==> src/rtl/mag_comp_seq_pkg.sv <==
// Shared types and sizing helpers for the digit-serial magnitude comparator.
package mag_comp_seq_pkg;

    typedef enum logic {
        IDLE = 1'b0,
        RUN  = 1'b1
    } state_t;

    localparam int DEFAULT_WIDTH = 32;
    localparam int DEFAULT_DIGIT = 4;

    // ceil(log2(width/digit)), never below 1, so idx can always hold N-1
    function automatic int idx_width(input int width, input int digit);
        int n;
        int w;
        n = width / digit;
        w = 1;
        for (int i = 0; i < 32; i++) begin
            if ((1 << w) < n) w = w + 1;
        end
        return w;
    endfunction

endpackage

==> src/rtl/mag_comp_digit.sv <==
// Combinational single-digit unsigned comparator; equality is neither gt nor lt.
module mag_comp_digit #(
    parameter int DIGIT = 4
) (
    input  logic [DIGIT-1:0] x,
    input  logic [DIGIT-1:0] y,
    output logic             gt,
    output logic             lt
);

    assign gt = (x > y);
    assign lt = (x < y);

endmodule

==> src/rtl/mag_comp_seq.sv <==
// Digit-serial magnitude comparator: resolves MSB digit first and exits at the
// first differing digit. Handshake: start is sampled only in IDLE; done pulses
// for one cycle when the registered flags update; busy is high in RUN only.
module mag_comp_seq
    import mag_comp_seq_pkg::*;
#(
    parameter int WIDTH = DEFAULT_WIDTH,
    parameter int DIGIT = DEFAULT_DIGIT
) (
    input  logic             clk,
    input  logic             rst_n,
    input  logic             start,
    input  logic             signed_mode,
    input  logic [WIDTH-1:0] a,
    input  logic [WIDTH-1:0] b,
    output logic             busy,
    output logic             done,
    output logic             a_eq_b,
    output logic             a_gt_b,
    output logic             a_lt_b,
    output state_t           dbg_state
);

    if (DIGIT < 1 || (WIDTH % DIGIT) != 0) begin : g_bad_params
        $fatal(1, "mag_comp_seq: WIDTH must be a positive multiple of DIGIT");
    end

    localparam int N  = WIDTH / DIGIT;
    localparam int IW = idx_width(WIDTH, DIGIT);
    localparam logic [WIDTH-1:0] MSB_MASK = WIDTH'(1) << (WIDTH - 1);

    state_t           state, state_d;
    logic [IW-1:0]    idx, idx_d;
    logic [WIDTH-1:0] a_q, b_q;
    logic             sm_q;
    logic             load;
    logic             done_d, eq_d, gt_d, lt_d;
    logic [WIDTH-1:0] a_ob, b_ob;
    logic [DIGIT-1:0] dig_a, dig_b;
    logic             dig_gt, dig_lt;

    // Signed compare becomes unsigned once the sign bit is flipped (offset binary)
    assign a_ob = a_q ^ (sm_q ? MSB_MASK : '0);
    assign b_ob = b_q ^ (sm_q ? MSB_MASK : '0);

    always_comb begin
        dig_a = '0;
        dig_b = '0;
        for (int i = 0; i < N; i++) begin
            if (idx == IW'(i)) begin
                dig_a = a_ob[i*DIGIT +: DIGIT];
                dig_b = b_ob[i*DIGIT +: DIGIT];
            end
        end
    end

    mag_comp_digit #(.DIGIT(DIGIT)) u_digit (
        .x  (dig_a),
        .y  (dig_b),
        .gt (dig_gt),
        .lt (dig_lt)
    );

    always_comb begin
        state_d = state;
        idx_d   = idx;
        load    = 1'b0;
        done_d  = 1'b0;
        eq_d    = a_eq_b;
        gt_d    = a_gt_b;
        lt_d    = a_lt_b;
        case (state)
            IDLE: begin
                if (start) begin
                    load    = 1'b1;
                    idx_d   = IW'(N - 1);
                    state_d = RUN;
                end
            end
            RUN: begin
                if (dig_gt || dig_lt) begin
                    gt_d    = dig_gt;
                    lt_d    = dig_lt;
                    eq_d    = 1'b0;
                    done_d  = 1'b1;
                    state_d = IDLE;
                end else if (idx == '0) begin
                    eq_d    = 1'b1;
                    gt_d    = 1'b0;
                    lt_d    = 1'b0;
                    done_d  = 1'b1;
                    state_d = IDLE;
                end else begin
                    idx_d = idx - IW'(1);
                end
            end
        endcase
    end

    always_ff @(posedge clk or negedge rst_n) begin
        if (!rst_n) begin
            state  <= IDLE;
            idx    <= '0;
            a_q    <= '0;
            b_q    <= '0;
            sm_q   <= 1'b0;
            done   <= 1'b0;
            a_eq_b <= 1'b0;
            a_gt_b <= 1'b0;
            a_lt_b <= 1'b0;
        end else begin
            state  <= state_d;
            idx    <= idx_d;
            done   <= done_d;
            a_eq_b <= eq_d;
            a_gt_b <= gt_d;
            a_lt_b <= lt_d;
            if (load) begin
                a_q  <= a;
                b_q  <= b;
                sm_q <= signed_mode;
            end
        end
    end

    assign busy      = (state == RUN);
    assign dbg_state = state;

endmodule

==> config.mk <==
export PLATFORM = sky130hd
export DESIGN_NAME = mag_comp_seq
export DESIGN_NICKNAME = d
export VERILOG_FILES = /design/src/rtl/mag_comp_seq_pkg.sv /design/src/rtl/mag_comp_digit.sv /design/src/rtl/mag_comp_seq.sv
export SDC_FILE = /design/constraint.sdc
export NUM_CORES = 1
export LEC_CHECK = 0
export ABC_CLOCK_PERIOD_IN_PS = 6700
export CORE_MARGIN = 4
export CORE_UTILIZATION = 55
export CTS_BUF_LIST = sky130_fd_sc_hd__clkbuf_16
export CTS_CLUSTER_DIAMETER = 30
export DETAILED_ROUTE_END_ITERATION = 10
export GPL_ROUTABILITY_DRIVEN = 1
export PLACE_DENSITY = 0.9
export SYNTH_ARGS = -nofsm -noshare
export SYNTH_HDL_FRONTEND = slang
export SYNTH_SLANG_ARGS = --single-unit
==> constraint.sdc <==
create_clock -name clk -period 6.7 [get_ports clk]
set_clock_uncertainty 0.15 [all_clocks]
set_input_delay 1.34 -clock clk [delete_from_list [all_inputs] [get_ports clk]]
set_output_delay 1.34 -clock clk [all_outputs]
set_load 0.01 [all_outputs]
**Yosys cells after proc, flatten, opt, wreduce, memory -nomap -nowiden**

Index checks and enable logic that the tools add are counted.

- Word-level logic and storage cells: 64
- Input bits: 68
- Output and inout bits: 6
- Bits in registers: 73

- Magnitude comparators: 2
- Muxes and demuxes: 34
- Bitwise operators: 3
- Add/subtract/negate cells: 1
- Reductions and logical operators: 5
- Equality and inequality tests: 10

Operators with widths:

| operator | number |
|---|---|
| $mux 4 | 16 |
| $xor 32x32->32 | 2 |
| $mux 32 | 1 |
| $eq 3x3->1 const B | 4 |
| $mux 1 | 12 |
| $mux 3 | 3 |
| $eq 3x2->1 const B | 2 |
| $ne 2x2->1 const B | 3 |
| $pmux 3 s2 | 1 |
| $gt 4x4->1 | 1 |
| $lt 4x4->1 | 1 |
| $eq 3x1->1 const B | 1 |
| $logic_not 3->1 | 1 |
| $reduce_and 3->1 | 1 |
| $sub 3x1->3 const B | 1 |
| $pmux 1 s2 | 1 |
| $reduce_and 2->1 | 1 |
| $reduce_bool 2->1 | 1 |
| $logic_or 1x1->1 | 1 |
| $not 1->1 | 1 |

**Longest topological paths before layout**

Gate-level depths: netlist of run 1.

- Depth after elaboration: 14
- Depth in mapped cells: 14
- Mapped depth without buffers: 11

**Cells and area by module**

Synthesis of run 1 repeated with hierarchy kept, for this count alone.

- Cells, all modules: 288
- Area total of the unflattened synthesis: 3540.9 µm²

By module, submodules not included:

| module | instances | area each (µm²) | seq. area each (µm²) | cells each |
|---|---|---|---|---|
| mag_comp_seq | 1 | 3427.0 | 1826.8 | 273 |
| mag_comp_digit | 1 | 113.9 | 0.0 | 15 |

**Worst setup path after synthesis of run 1**

No wires, ideal clock.

- Kind: flip-flop to flip-flop
- Start point: register idx[1]
- End point: register idx[2]
- Period minus slack after synthesis: 3.059 ns
- Data required time: 6.468 ns
- Path buffers: 3
- Setup slack: 3.641 ns
- Library setup time: 0.082 ns
- Stages on the path, launching flop included: 15
- Arrival time: 2.827 ns
- Path through: dfrtp_1 inv_1 ha_1 buf_4 nor2b_1 buf_2 buf_6 a221oi_1 o22ai_1 a32o_1 ha_1 a21oi_1 a311o_1 or3_1 a31oi_1

- Cells in the longest elaborated chain, start to end: 13
- Elaborated cells between the ends (all ways): 34
- Classes of those cells: add/sub: 1; order compare: 2; eq/ne: 9; mux: 19; reduce/logical: 3

RTL lines:

| what | line | RTL |
|---|---|---|
| start: declaration | mag_comp_seq.sv:33 | `logic [IW-1:0] idx, idx_d;` |
| start signal: assignment | mag_comp_seq.sv:113 | `idx <= idx_d;` |
| $logic_not 3->1 | mag_comp_seq.sv:50, mag_comp_seq.sv:87 |  |
| $mux 4 (8 in a row) | mag_comp_seq.sv:50 | `if (idx == IW'(i)) begin` |
| $gt 4x4->1 / $lt 4x4->1 (equally long branches) | mag_comp_digit.sv:11, mag_comp_digit.sv:12 |  |
| $logic_or 1x1->1 | mag_comp_seq.sv:81 | `if (dig_gt \|\| dig_lt) begin` |
| $ne 2x2->1 (no source line) | n/a |  |
| $reduce_and 3->1 (no source line) | n/a |  |

Parallel ways exist; a longest one is shown, timed or not. The select of a mux whose other input is x is not followed.
A chain may end at the register's enable or synchronous reset.

**Final worst setup path of run 1**

Same ends and word-level chain as after synthesis.

==> impl_metrics.toml, run 1 <==
[outcome]
outcome = "finished, final reports clean"

[clocking]
cts_tree = "yes"
path_clk_slew_ns = 0.05
cts_buffers = 9
post_cts.repair.setup_buffers = 0
htreeDepth = 3
cts_hold_buf = 0
cts-resized-gates = 0
cts_sinks = 73
clk_latency_ns = 0.33
clock_path_buffers = 2
cts_root_buf = "clkbuf_16"

[drt]
met2_length_microns = 3740
wl_per_cell_microns = 18.2
drt_iter0_drc = 198
vias = 2514
post-route-drc-count = 0
top_layer = "met4"
m1WireLength_microns = 3360
firstDrtPassIters = 4
drtAntennaViolNets = 0
vias_per_cell = 5.83
wl_met3_microns = 524
wirelength_microns = 7820

[die]
die_h_microns = 88.1
num_rows = 28
ios = 74
initial_core_util_pct = 58.2
die_w_microns = 88.1
core_sq_um = 6060
dieArea_sq_um = 7760

[place]
port_buffers = 73
dpl.hpwl_microns = 5600
place.gp.congestion = 0.848
dpl_cell_area_sq_um = 4220

[synth]
synth.most_common_cell = "dfrtp_1"
synth-seq-cells = 73
netlist_area_sq_um = 3530
synth-main-ff-cell = "dfrtp_1"
syn_avg_cell_area_sq_um = 12.3
yosysTopAreaCellShare_pct = 51.8
ys_types = 41
synth_edf_count = 0
yosysWarnings = 0
yosysSeqAreaShare_pct = 51.8
synthCells = 286
synth_top_cell_by_area = "dfrtp_1"
synthesis.nets = 363
async_reset_ff_share_pct = 100
synth.area.top_cells = "dfrtp_1 52%, mux2_2 21%, ha_1 3.2%"
netlist_top_cells_count = "73 x dfrtp_1, 65 x mux2_2, 15 x nor2_1"

[job]
cap_violations = 0

[worst_setup_path]
r2r_cells = 11
crit_fanout = 17
worstPathArrival_ns = 4.36
critPathKind = "reg2reg"
critical_path.reg2reg.endpoint = "idx[2]$_DFFE_PN0P_"
crit_path_end_kind = "register"
cp.required_ns = 6.80
r2r_setup_slack_ns = 2.44
worstSetupStartpointType = "register"
r2r-start = "idx[1]$_DFFE_PN0P_"

[power_and_ir_drop]
vdd_drop_max_uv = 247
power_frac_comb_pct = 38.0
intPower_mw = 1.31
clkPwrFrac_pct = 20.8
power_frac_seq_pct = 41.2
p_switching_mw = 0.664
powerDensity_nw_per_um2 = 439
swShare_pct = 33.7
p_leak_nw = 1.86

[min_path]
min_path_cells = 1
hold_path.class = "reg2reg"
hp-start = "b_q[10]$_DFFE_PN0P_"
hold_path_end = "b_q[10]$_DFFE_PN0P_"

[final_layout]
num_antenna_cells = 0
final_layout_size_suffix_gt1_share_pct = 23.3
fin_area_sq_um = 4480
postLayoutCoreUtil_pct = 73.9
fin_nets = 428
syn2layout_area_growth_pct = 27.1

[timing]
final.min_clock_period_ns = 4.26
tns_ns = 0
timing.fmax_mhz = 235
setup_violations = 0
period_share_pct = 63.6
tightestPinTransition_ns = 1.20
max_slew_margin_pct = 19.8
drv_slew = 0
hold_viol = 0
grt_setup_unrepaired = "false"

[grt]
grt_max_degree = 74
grt_pass1_vias = 2588
grt_usage_pct = 22.1
grt_overflow = 0
grt_pass1_wl_microns = 12800
antenna_found_initial = 0
==> power by group through the flow <==
stage	registers, mW	logic, mW	clock network, mW
global placement	0.810	0.711	0
detailed placement	0.815	0.742	0
CTS	0.811	0.749	0.416
global route	0.837	0.830	0.438
finish	0.811	0.748	0.410
floorplan	0.753	0.574	0
==> kinds of logic (layout without fill, tap and decap cells) <==
logic type | count (synthesis) | after routing | share of synthesized area [%]
buffers and inverters | 28 | 98 | 4.83
and+or+nand+nor | 44 | 44 | 5.71
adders and majority gates | 9 | 9 | 3.19
muxes | 65 | 65 | 20.8
AOI/OAI and AO/OA | 65 | 65 | 13.2
xor gates and xnor gates | 2 | 2 | 0.497
DFF | 73 | 73 | 51.8
==> flip-flops by register name (all words and copies together) (netlist names) <==
name	flops
a_q	32
a_gt_b	1
idx	3
busy	1
a_eq_b	1
a_lt_b	1
b_q	32
sm_q	1
done	1
==> layout make-up <==
| cell class | instances | area (sq um) |
|---|---|---|
| flip-flops and latches | 73 | 1830 |
| clock inverters | 7 | 31.3 |
| well taps | 75 | 93.8 |
| repair buffers | 75 | 741 |
| inverters | 7 | 26.3 |
| multi-input cells | 185 | 1540 |
| fillers | 386 | 1580 |
| clock buffers | 9 | 225 |
==> how the worst max path moves through the flow <==
stage                       startpoint                 end  slack [ns]  cells after the start
floorplan           idx[1]$_DFFE_PN0P_  idx[2]$_DFFE_PN0P_        3.64                     14
global placement    idx[1]$_DFFE_PN0P_  idx[2]$_DFFE_PN0P_        2.84                     11
detailed placement  idx[1]$_DFFE_PN0P_  idx[2]$_DFFE_PN0P_        2.47                     11
CTS                 idx[1]$_DFFE_PN0P_  idx[2]$_DFFE_PN0P_        2.46                     11
global route        idx[1]$_DFFE_PN0P_  idx[2]$_DFFE_PN0P_        2.02                     11
finish              idx[1]$_DFFE_PN0P_  idx[2]$_DFFE_PN0P_        2.44                     11
==> cell usage in the layout, fill, tap and decap left out, drive strengths merged, types with 5 or more instances in the layout <==
cell and count:
a21o 5, a21oi 12, a221oi 9, a22oi 7
clkbuf 9, clkdlybuf4s50 72, dfrtp 73, ha 9
inv 9, mux2 65, nand2 14, nor2 15
o21ai 10
==> stage by stage <==
step	hold slack (ns)	power [mW]	setup WS (ns)	instances
6_report	0.350	1.97	2.44	431
5_1_grt	0.373	2.10	2.02	431
4_1_cts	0.354	1.98	2.46	431
3_5_place_dp	0.341	1.56	2.47	415
3_3_place_gp	0.337	1.52	2.84	415
2_1_floorplan	0.322	1.33	3.64	286
==> per-layer routing <==
metal  up-vias  track usage, %
met1      1237            29.0
met4         0            9.89
met2        74            35.4
li1       1187               -
met5         -               0
met3        16            4.70
==> critical path: stages (launching register included) <==
cell       delay, ns
dfrtp_1         0.38
inv_1           0.09
ha_1            0.42
nor2b_1         1.01
a221oi_1        0.18
a2111oi_0       0.42
a21oi_1         0.11
ha_1            0.38
nand2b_1        0.10
a311o_1         0.42
or3_1           0.33
a31oi_1         0.18
No activity file was read; power rests on OpenSTA's default activity.
==> inputs of run 2 (changes only) <==
ABC_CLOCK_PERIOD_IN_PS = 3600   (was 6700)
CORE_UTILIZATION = 46   (was 55)
PLACE_DENSITY = 0.81   (was 0.9)
clock period = 3.6 ns   (was 6.7 ns; I/O delays follow)
==> impl_metrics.toml, run 2 (synthesized netlist as in run 1, its figures left out) <==
[outcome]
outcome = "finished, final reports clean"

[timing]
tns_ns = 0
timing.fmax_mhz = 292
setup_violations = 0
drv_slew = 0
tightestPinTransition_ns = 0.736
grt_setup_unrepaired = "false"
max_slew_margin_pct = 50.9
period_share_pct = 95.2
hold_viol = 0
final.min_clock_period_ns = 3.43

[grt]
grt_usage_pct = 19.5
grt_pass1_wl_microns = 13400
grt_pass1_vias = 2703
grt_overflow = 0
grt_max_degree = 44
antenna_found_initial = 0

[final_layout]
final_layout_size_suffix_gt1_share_pct = 27.1
multiInputGateArea_sq_um = 1550
nFillCells = 590
fin_area_sq_um = 4650
final-seq-area_sq_um = 1830
reg_top3 = "a_q x32, b_q x32, idx x3"
syn2layout_area_growth_pct = 31.9
most-common-layout-cells = "72 x dfrtp_1, 72 x clkdlybuf4s50_1, 65 x mux2_2"
num_antenna_cells = 0
fin_nets = 434

[worst_setup_path]
crit_path_cell_trace = "inv_1, ha_1, buf_4, or2_2, a221o_1, o211ai_1, a22oi_1, ha_1, nand2b_1, a311o_1, and2_2, o31ai_2"
crit_fanout = 16
critPathTopFamily = "compound AO/OA/AOI/OAI gates"
slowest_delay_ns = 0.44
crit_slowest_cell = "a311o_1"
critPathKind = "reg2reg"
r2r_setup_slack_ns = 0.17
worstPathArrival_ns = 3.49
r2r_cells = 12
cp_num_buf_inv = 2
worstSetupStartpointType = "register"
critical_path.reg2reg.endpoint = "idx[0]$_DFFE_PN0P_"
crit_path_end_kind = "register"
cp.required_ns = 3.66
cp_common_cell = "ha_1"
r2r-start = "idx[0]$_DFFE_PN0P_"

[drt]
wl_per_cell_microns = 17.8
drtAntennaViolNets = 0
drt_iter0_drc = 195
wirelength_microns = 8210
vias_per_cell = 5.60
vias = 2580
firstDrtPassIters = 4
post-route-drc-count = 0

[clocking]
htreeDepth = 3
path_clk_slew_ns = 0.06
cts_root_buf = "clkbuf_16"
cts_buffers = 9
clock_path_buffers = 2
cts_sinks = 73
post_cts.repair.setup_buffers = 0
cts_tree = "yes"
clk_latency_ns = 0.33

[power_and_ir_drop]
vdd_drop_max_uv = 355
powerDensity_nw_per_um2 = 836
p_leak_nw = 1.91

[die]
num_rows = 31
ios = 74
die_h_microns = 95.6
die_w_microns = 95.6
core_sq_um = 7370
initial_core_util_pct = 47.8
dieArea_sq_um = 9130

[min_path]
hold_path.class = "in2async"

[place]
port_buffers = 73
dpl_cell_area_sq_um = 4310
dpl.hpwl_microns = 5820
place.gp.congestion = 0.888

[job]
cap_violations = 0
-- run 2: changes by cell type in the layout (fill, tap and decap cells not counted), sizes merged --
cell / previous run / this run
buf: 3 / 9
bufinv: 0 / 2
inv: 9 / 7
clkinv: 4 / 3
clkinvlp: 1 / 2
-- run 2: how the worst max path moves through the flow --
stage / from / to / slack (ns) / depth (start not counted)
5_1_grt: idx[0]$_DFFE_PN0P_ / idx[0]$_DFFE_PN0P_ / 0.003 / 12
4_1_cts: idx[0]$_DFFE_PN0P_ / idx[0]$_DFFE_PN0P_ / 0.002 / 11
3_3_place_gp: idx[0]$_DFFE_PN0P_ / idx[2]$_DFFE_PN0P_ / 0.41 / 11
6_report: idx[0]$_DFFE_PN0P_ / idx[0]$_DFFE_PN0P_ / 0.17 / 12
3_5_place_dp: idx[0]$_DFFE_PN0P_ / idx[0]$_DFFE_PN0P_ / 0.20 / 11
2_1_floorplan: idx[1]$_DFFE_PN0P_ / idx[2]$_DFFE_PN0P_ / 0.54 / 14
-- run 2: worst register-to-register path: stages (launching register included) --
cell,delay [ns]
dfrtp_2,0.43
inv_1,0.10
ha_1,0.21
buf_4,0.20
or2_2,0.30
a221o_1,0.28
o211ai_1,0.11
a22oi_1,0.13
ha_1,0.34
nand2b_1,0.10
a311o_1,0.44
and2_2,0.23
o31ai_2,0.29
-- run 2: metal layers --
metal / global-route usage, % / vias up / wire (microns)
li1: - / 1199 / -
met1: 25.2 / 1269 / 3490
met2: 31.4 / 97 / 4000
met3: 5.37 / 15 / 551
met4: 7.23 / 0 / 169
met5: 0 / - / 0
-- run 2: per-stage QoR --
| step | util, % | hold slack (ns) | power, mW | std cells | setup slack, ns |
|---|---|---|---|---|---|
| after detailed placement | 58.5 | 0.348 | 2.90 | 445 | 0.204 |
| after floorplan | - | 0.274 | 2.47 | 286 | 0.541 |
| after global placement | 58.5 | 0.337 | 2.85 | 445 | 0.407 |
| final | 63.1 | 0.300 | 3.89 | 461 | 0.172 |
| after global routing | 63.1 | 0.363 | 4.15 | 461 | 0.00328 |
| after CTS | 62.8 | 0.319 | 3.88 | 461 | 0.00210 |
-- run 2: where the power goes --
| group | switching, mW | internal (mW) | leakage (nW) |
|---|---|---|---|
| logic | 0.676 | 0.766 | 0.914 |
| clock network | 0.337 | 0.606 | 0.152 |
| registers | 0.272 | 1.23 | 0.847 |
-- run 2: area by class of cell --
type	instances	share of cell area, %
clock buffer	9	4.84
clock inverter	7	2.02
inverter	7	0.565
multi-input combinational	185	33.4
sequential	73	39.3
tap	99	2.66
timing repair buffer	81	17.2
-- run 2: repair_timing --
action | 4_1_cts | 5_1_grt
resized for setup | 0 | 8
hold buffers | 0 | 0
setup endpoints to repair | 0 | 3
==> inputs of run 3 (changes only) <==
PLACE_DENSITY = 0.87   (was 0.81)
SLEW_MARGIN = 20   (was unset)
==> impl_metrics.toml, run 3 (synthesized netlist as in run 1, its figures left out) <==
[outcome]
outcome = "finished, final reports clean"

[final_layout]
num_antenna_cells = 0
syn2layout_area_growth_pct = 31.7
final_layout_size_suffix_gt1_share_pct = 26.1
postLayoutCoreUtil_pct = 63.0
fin_cells = 463
nFillCells = 585
reg_top3 = "a_q x32, b_q x32, idx x3"
layout_commonest_cell = "dfrtp_1"
fin_nets = 437
most-common-layout-cells = "73 x dfrtp_1, 72 x clkdlybuf4s50_1, 65 x mux2_2"

[place]
port_buffers = 73
place.gp.congestion = 0.976
dp_slack_ns = 0.165
dp.cells = 448
dpl.hpwl_microns = 6280

[min_path]
hold_path.class = "in2async"

[clocking]
cts_tree = "yes"
clock_path_buffers = 2
htreeDepth = 3
clk_latency_ns = 0.33
cts_buffers = 9
cts_hold_buf = 0
cts_sinks = 73
path_clk_slew_ns = 0.06
cts_root_buf = "clkbuf_16"

[worst_setup_path]
worstPathArrival_ns = 3.44
r2r_cells = 11
cp.required_ns = 3.70
crit_path_end_kind = "register"
r2r_setup_slack_ns = 0.26
critical_path.reg2reg.endpoint = "idx[2]$_DFFE_PN0P_"
critPathKind = "reg2reg"
r2r-start = "idx[0]$_DFFE_PN0P_"
crit_fanout = 9
worstSetupStartpointType = "register"

[timing]
layout_setup_ws_ns = 0.258
max_slew_margin_pct = 64.4
whs_ns = 0.271
grt_setup_unrepaired = "false"
tightestPinTransition_ns = 0.521
period_share_pct = 92.8
setup_violations = 0
final.min_clock_period_ns = 3.34
tns_ns = 0
hold_viol = 0
drv_slew = 0
timing.fmax_mhz = 299

[grt]
grt_max_degree = 66
grt_pass1_wl_microns = 13500
antenna_found_initial = 0
grt_usage_pct = 19.7
grt_pass1_vias = 2667
grt_overflow = 0

[die]
num_rows = 31
die_h_microns = 95.6
die_w_microns = 95.6
ios = 74
core_sq_um = 7370
dieArea_sq_um = 9130
initial_core_util_pct = 47.8

[drt]
vias_per_cell = 5.58
wl_per_cell_microns = 18.3
drtAntennaViolNets = 0
vias = 2584
post-route-drc-count = 0
drt_iter0_drc = 149
wirelength_microns = 8490
firstDrtPassIters = 4

[power_and_ir_drop]
vdd_drop_max_uv = 359
powerDensity_nw_per_um2 = 841
p_leak_nw = 1.92

[job]
cap_violations = 0
run 3: metrics by stage:
| step | cell area [sq um] | power (mW) |
|---|---|---|
| final | 4640 | 3.91 |
| after global routing | 4640 | 4.15 |
| after CTS | 4640 | 3.92 |
| after detailed placement | 4330 | 2.98 |
| after global placement | 4330 | 2.91 |
| after floorplan | 3530 | 2.47 |
run 3: worst max-delay path, cell delays in order (launching register included):
cell	delay, ns
dfrtp_1	0.43
inv_1	0.12
ha_1	0.35
or2_1	0.27
a221oi_1	0.08
a2111oi_1	0.45
a21oi_1	0.08
ha_1	0.33
nand2b_1	0.10
a311o_1	0.43
or3_1	0.32
a31oi_1	0.15
run 3: cell type report:
class	count	area, sq um	share of cell area (%)
well taps	99	124	2.67
inverters	7	26.3	0.566
flip-flops and latches	73	1830	39.3
repair buffers	84	821	17.7
multi-input cells	185	1540	33.1
clock inverters	6	83.8	1.80
clock buffers	9	225	4.85
run 3: metal layers:
| metal | up-vias | routed length [microns] | global-route usage, % |
|---|---|---|---|
| met5 | - | 0 | 0 |
| met4 | 0 | 165 | 6.87 |
| met3 | 16 | 631 | 5.21 |
| met2 | 101 | 4110 | 31.7 |
| met1 | 1270 | 3590 | 25.6 |
| li1 | 1197 | - | - |
run 3: worst max path at each step:
stage | from | to | slack (ns) | cells after the start
after floorplan | idx[1]$_DFFE_PN0P_ | idx[2]$_DFFE_PN0P_ | 0.54 | 14
after global placement | idx[0]$_DFFE_PN0P_ | idx[2]$_DFFE_PN0P_ | 0.44 | 11
after detailed placement | idx[0]$_DFFE_PN0P_ | idx[2]$_DFFE_PN0P_ | 0.17 | 11
after CTS | idx[0]$_DFFE_PN0P_ | idx[2]$_DFFE_PN0P_ | 0.12 | 11
after global routing | idx[0]$_DFFE_PN0P_ | idx[2]$_DFFE_PN0P_ | 0.03 | 11
final | idx[0]$_DFFE_PN0P_ | idx[2]$_DFFE_PN0P_ | 0.26 | 11
run 3: report_power, final:
part	switching, mW	internal [mW]	total, mW
Sequential	0.288	1.23	1.52
Clock	0.326	0.598	0.925
Combinational	0.665	0.799	1.46
Total	1.28	2.63	3.91
run 3: timing repair:
item	CTS	global route
gates resized for setup	0	2
hold endpoints to repair	0	0
endpoints found under the setup margin	0	3
buffers inserted	0	0
